## config.mk

```make
export PLATFORM = sky130hd
export DESIGN_NAME = mem_port_arbiter
export DESIGN_NICKNAME = d
export VERILOG_FILES = /design/src/rtl/mem_port_arbiter_pkg.sv /design/src/rtl/mem_port_arbiter_prio.sv /design/src/rtl/mem_port_arbiter.sv
export SDC_FILE = /design/constraint.sdc
export NUM_CORES = 1
export LEC_CHECK = 0
export ABC_AREA = 1
export CORE_AREA = 2 2 91 93
export CTS_CLUSTER_DIAMETER = 200
export DETAILED_ROUTE_END_ITERATION = 12
export DIE_AREA = 0 0 93 95
export GPL_TIMING_DRIVEN = 1
export HOLD_SLACK_MARGIN = 0.03
export MAX_ROUTING_LAYER = met4
export PLACE_DENSITY = 0.79
export SYNTH_ARGS = -nofsm -noshare
export SYNTH_HDL_FRONTEND = slang
export SYNTH_SLANG_ARGS = --single-unit
```

## constraint.sdc

```tcl
create_clock -name clk -period 1.7 [get_ports clk]
set_input_delay 0.51 -clock clk [delete_from_list [all_inputs] [get_ports clk]]
set_output_delay 0.51 -clock clk [all_outputs]
set_load 0.01 [all_outputs]
```

## src/rtl/mem_port_arbiter_pkg.sv

```systemverilog
// Shared types for the unified-memory port arbiter: FSM states, owner encoding,
// and counter width helper. Optional build macro: MEMARB_RR_EN (see mem_arb_prio).
package mem_arb_pkg;

    typedef enum logic [1:0] {
        IDLE  = 2'd0,
        ISSUE = 2'd1,
        WAIT  = 2'd2,
        DONE  = 2'd3
    } state_t;

    typedef enum logic {
        OWN_I = 1'b0,
        OWN_D = 1'b1
    } owner_t;

    function automatic int cnt_width(input int limit);
        return $clog2(limit + 1);
    endfunction

endpackage

```

## src/rtl/mem_port_arbiter_prio.sv

```systemverilog
// Winner selection between fetch and data sides. Default: data-first with a
// saturating fetch-starvation counter; MEMARB_RR_EN: alternate winner on ties.
module mem_arb_prio
    import mem_arb_pkg::*;
#(
    parameter int STARVE_LIMIT = 3
) (
    input  logic   clk,
    input  logic   reset_n,
    input  logic   i_arb,
    input  logic   i_ireq,
    input  logic   i_dreq,
    output owner_t o_win
);

`ifdef MEMARB_RR_EN
    // Resets to "data won last" so fetch takes the first tie.
    logic r_last_d;

    always_comb begin
        o_win = OWN_I;
        if (i_ireq && i_dreq) begin
            o_win = r_last_d ? OWN_I : OWN_D;
        end else if (i_dreq) begin
            o_win = OWN_D;
        end
    end

    always_ff @(posedge clk or negedge reset_n) begin
        if (!reset_n) begin
            r_last_d <= 1'b1;
        end else if (i_arb) begin
            r_last_d <= (o_win == OWN_D);
        end
    end
`else
    localparam int CW = cnt_width(STARVE_LIMIT);

    logic [CW-1:0] r_starve;
    logic          w_tie;
    logic          w_starved;

    assign w_tie     = i_ireq && i_dreq;
    assign w_starved = (r_starve == CW'(STARVE_LIMIT));

    always_comb begin
        o_win = OWN_I;
        if (w_tie) begin
            o_win = w_starved ? OWN_I : OWN_D;
        end else if (i_dreq) begin
            o_win = OWN_D;
        end
    end

    // Only contested arbitrations move the counter; a lone requester leaves it alone.
    always_ff @(posedge clk or negedge reset_n) begin
        if (!reset_n) begin
            r_starve <= '0;
        end else if (i_arb && w_tie) begin
            if (w_starved) begin
                r_starve <= '0;
            end else begin
                r_starve <= r_starve + CW'(1);
            end
        end
    end
`endif

endmodule

```

## src/rtl/mem_port_arbiter.sv

```systemverilog
// Shares one single-port memory between fetch and data sides: IDLE->ISSUE->WAIT->DONE.
// Optional build macro MEMARB_RR_EN selects round-robin tie-breaking in mem_arb_prio.
module mem_port_arbiter
    import mem_arb_pkg::*;
#(
    parameter int AW           = 16,
    parameter int DW           = 16,
    parameter int MEM_LAT      = 1,
    parameter int STARVE_LIMIT = 3
) (
    input  logic          clk,
    input  logic          reset_n,
    input  logic          i_req,
    input  logic [AW-1:0] i_addr,
    output logic          i_done,
    output logic [DW-1:0] i_rdata,
    input  logic          d_req,
    input  logic          d_we,
    input  logic [AW-1:0] d_addr,
    input  logic [DW-1:0] d_wdata,
    output logic          d_done,
    output logic [DW-1:0] d_rdata,
    output logic          mem_en,
    output logic          mem_we,
    output logic [AW-1:0] mem_addr,
    output logic [DW-1:0] mem_wdata,
    input  logic [DW-1:0] mem_rdata,
    output logic          busy,
    output logic          owner_d
);

    localparam int LW = cnt_width(MEM_LAT);

    state_t        r_state;
    owner_t        r_owner;
    logic [LW-1:0] r_lat;
    owner_t        w_win;
    logic          w_arb;

    assign w_arb = (r_state == IDLE) && (i_req || d_req);

    mem_arb_prio #(
        .STARVE_LIMIT(STARVE_LIMIT)
    ) u_prio (
        .clk    (clk),
        .reset_n(reset_n),
        .i_arb  (w_arb),
        .i_ireq (i_req),
        .i_dreq (d_req),
        .o_win  (w_win)
    );

    // mem_addr/mem_wdata double as the transaction latches; mem_we is the
    // latched write flag during ISSUE, so no separate copies are kept.
    always_ff @(posedge clk or negedge reset_n) begin
        if (!reset_n) begin
            r_state   <= IDLE;
            r_owner   <= OWN_I;
            r_lat     <= '0;
            i_done    <= 1'b0;
            i_rdata   <= '0;
            d_done    <= 1'b0;
            d_rdata   <= '0;
            mem_en    <= 1'b0;
            mem_we    <= 1'b0;
            mem_addr  <= '0;
            mem_wdata <= '0;
            busy      <= 1'b0;
            owner_d   <= 1'b0;
        end else begin
            mem_en <= 1'b0;
            mem_we <= 1'b0;
            i_done <= 1'b0;
            d_done <= 1'b0;
            case (r_state)
                IDLE: begin
                    if (w_arb) begin
                        r_owner <= w_win;
                        owner_d <= (w_win == OWN_D);
                        mem_en  <= 1'b1;
                        busy    <= 1'b1;
                        r_state <= ISSUE;
                        if (w_win == OWN_D) begin
                            mem_we    <= d_we;
                            mem_addr  <= d_addr;
                            mem_wdata <= d_wdata;
                        end else begin
                            mem_addr  <= i_addr;
                        end
                    end
                end
                ISSUE: begin
                    if (mem_we) begin
                        d_done  <= (r_owner == OWN_D);
                        i_done  <= (r_owner == OWN_I);
                        r_state <= DONE;
                    end else begin
                        r_lat   <= LW'(MEM_LAT);
                        r_state <= WAIT;
                    end
                end
                WAIT: begin
                    r_lat <= r_lat - LW'(1);
                    if (r_lat == LW'(1)) begin
                        if (r_owner == OWN_D) begin
                            d_rdata <= mem_rdata;
                            d_done  <= 1'b1;
                        end else begin
                            i_rdata <= mem_rdata;
                            i_done  <= 1'b1;
                        end
                        r_state <= DONE;
                    end
                end
                DONE: begin
                    busy    <= 1'b0;
                    r_state <= IDLE;
                end
                default: r_state <= IDLE;
            endcase
        end
    end

endmodule

```

==> flow_summary.json <==
{
  "syn_area_sq_um": 3270,
  "grt_setup_unrepaired": "no",
  "min_path_type": "in2async",
  "final_util_pct": 62.4,
  "fin_worst_skew_ns": 0.00886,
  "max_cap_violations": 0,
  "period_needed_ns": 1.58,
  "synth-seq-cells": 75,
  "dr.pass1.iters": 4,
  "ys.flop_type": "dfrtp_1",
  "multi_input_area_sq_um": 1020,
  "synthMostInstantiatedCell": "nand2_1",
  "initialDrtViolationCount": 135,
  "critical-path-top-delay-family": "flip-flops",
  "tightest_slew_ns": 0.364,
  "fin_crit_sh_pct": 92.7,
  "routed_wl_microns": 8030,
  "fillers": 703,
  "gp_congestion": 0.786,
  "worst-endpoint-arrival_ns": 1.07,
  "wl_per_cell_microns": 12.6,
  "critPathBufInv": 1,
  "die_x_microns": 93,
  "antenna_found_initial": 0,
  "ir_drop_mv": 0.819,
  "cts_tree": "yes",
  "p_leak_nw": 2.71,
  "grt_pass1_vias": 3028,
  "synth_cell_type_count": 19,
  "cpMaxStageDelayCell": "dfrtp_1",
  "postSynthNetCount": 460,
  "clkSlewWorstSetupHoldPaths_ns": 0.08,
  "critPathKind": "reg2out",
  "setup_violations": 0,
  "max_stage_delay_ns": 0.42,
  "synth-xor-area-share_pct": 0,
  "grt_pass1_wl_microns": 13400,
  "ys_top_cells_by_count": "113 x nand2_1, 75 x dfrtp_1, 74 x inv_1",
  "critPathLaunchType": "flop",
  "cts_buffers": 9,
  "start_util_pct": 41.3,
  "routed-via-count": 2915,
  "grt_util_all_layers_pct": 19.8,
  "path_max_fanout": 4,
  "cp-end-kind": "output port",
  "seq_area_sq_um": 1880,
  "ys_async_sr_fraction_pct": 100,
  "clock.fmax_mhz": 634,
  "rows": 33,
  "dieHeight_microns": 95,
  "root_buffer": "clkbuf_8",
  "yosysSeqAreaShare_pct": 57.3,
  "synth-simple-area-share_pct": 20.5,
  "slew_viol_final": 0,
  "finalPower_mw": 8.00,
  "final_nets": 604,
  "io_pins": 139,
  "ant_nets": 0,
  "htreeDepth": 3,
  "port_buffers": 138,
  "synth.area.top_cells": "dfrtp_1 57%, nand2_1 13%, inv_1 8.5%, o21ai_0 8.3%, nand3_1 5.5%",
  "status": "finished, final reports clean",
  "slew_headroom_pct": 75.8,
  "clock_latency_ns": 0.34,
  "required_ns": 1.19,
  "synth.area.mux_share_pct": 0,
  "via_per_inst": 4.55,
  "yosys_warnings": 0,
  "diodes": 0,
  "clockBufferDepth": 2,
  "drc": 0,
  "yosysTopAreaCell": "dfrtp_1",
  "drive_gt1_share_pct": 6.54,
  "synth_area_per_cell_sq_um": 8.48,
  "synth_top_family_by_area": "simple AND/OR/NAND/NOR gates",
  "holdBufCountCts": 0,
  "finalHoldViolations": 0,
  "timing.hold.ws_ns": 0.0782,
  "area_delta_synth_final_pct": 51.1,
  "place_hpwl_microns": 5910,
  "grt_max_degree": 35,
  "dieArea_sq_um": 8840,
  "synth_adder_area_share_pct": 1.91,
  "power_density_nw_per_um2": 1620,
  "path_cells": "dlygate4sd2_1",
  "clock_sinks": 75,
  "core_region_area_sq_um": 7930,
  "synth_top_area_share_pct": 57.3,
  "syn-instance-count": 386,
  "grt_overflow": 0,
  "synth_compound_area_share_pct": 8.64,
  "synth-edff-count": 0
}
## cells by family (layout without fill, tap and decap cells)
kind of cell,after synthesis,in the layout
simple gates,159,159
flops,75,75
compound gates,56,56
buf+inv,91,240
fa+ha+maj,5,5
## registers in the layout (all words and copies together), names as in the netlist
register / count
u_prio.r_starve: 2
r_lat: 1
mem_wdata: 16
r_owner: 1
d_rdata: 16
mem_addr: 16
i_rdata: 16
r_state: 2
i_done: 1
busy: 1
mem_en: 1
mem_we: 1
d_done: 1
## routing by layer
layer	GRT usage, %	routed length, microns	vias to the layer above
met5	-	0	-
met4	7.48	144	0
met3	4.15	662	12
met2	32.2	3820	130
met1	24.5	3410	1313
li1	-	-	1460
## repair_timing
item,in CTS,in global routing
setup buffers,0,0
gates resized for setup,70,0
endpoints found under the setup margin,70,0
## worst register-to-register path, delay by kind of cell (launching register included)
family	cells	cell delay, ns
buffers and inverters	3	0.39
adder cells (fa/ha/maj)	1	0.26
AND/OR/NAND/NOR	3	0.35
flip-flops	1	0.42
## placed cells by master (no fill, tap or decap)
cell             instances
o211ai_1                 1
nand3_2                  1
nand2_2                  2
nor2_4                   2
nor2_1                   4
clkinv_4                 2
clkinv_2                 3
ha_1                     5
o21ai_0                 54
inv_1                   74
nand2_1                113
dlygate4sd2_1           70
dfrtp_1                 75
a21oi_1                  1
bufinv_16                2
clkbuf_8                 9
clkdlybuf4s50_1         67
buf_4                    8
nand3_1                 36
buf_12                   4
or2_2                    1
inv_2                    1
## report_power, final
group	internal, mW	switching [mW]	leakage (nW)
clock network	0.823	0.649	0.113
logic	1.57	1.83	1.68
registers	2.66	0.477	0.922
total	5.05	2.95	2.71
## area by class of cell
cell class	count	area share [%]
sequential	75	37.9
timing repair buffer	149	28.8
multi-input combinational	220	20.5
inverter	75	5.69
tap	105	2.66
clock buffer	9	2.50
clock inverter	7	1.87
## metrics by stage
| step | setup TNS [ns] | setup slack [ns] | cells | instance area [sq um] |
|---|---|---|---|---|
| floorplan | 0 | 0.307 | 386 | 3270 |
| global placement | -2.17 | -0.140 | 624 | 4820 |
| detailed placement | -2.75 | -0.179 | 624 | 4820 |
| CTS | 0 | 0.105 | 640 | 4950 |
| global route | 0 | 0.00289 | 640 | 4950 |
| finish | 0 | 0.124 | 640 | 4950 |
## path summary, 6_finish.rpt
path,to,slack (ns),startpoint,cells past startpoint
max in group asynchronous,mem_addr[4]$_DFFE_PN0P_,1.13,reset_n,2
worst max-delay path,mem_we,0.12,mem_we$_DFF_PN0_,1
worst max register to register,mem_addr[4]$_DFFE_PN0P_,0.16,r_state[0]$_DFFE_PN0P_,7
worst min register to register,mem_addr[15]$_DFFE_PN0P_,0.48,mem_addr[15]$_DFFE_PN0P_,2
worst min-delay path,d_rdata[5]$_DFFE_PN0P_,0.08,reset_n,1
min in group clk,mem_addr[15]$_DFFE_PN0P_,0.48,mem_addr[15]$_DFFE_PN0P_,2
(Power assumes the default switching activity.)
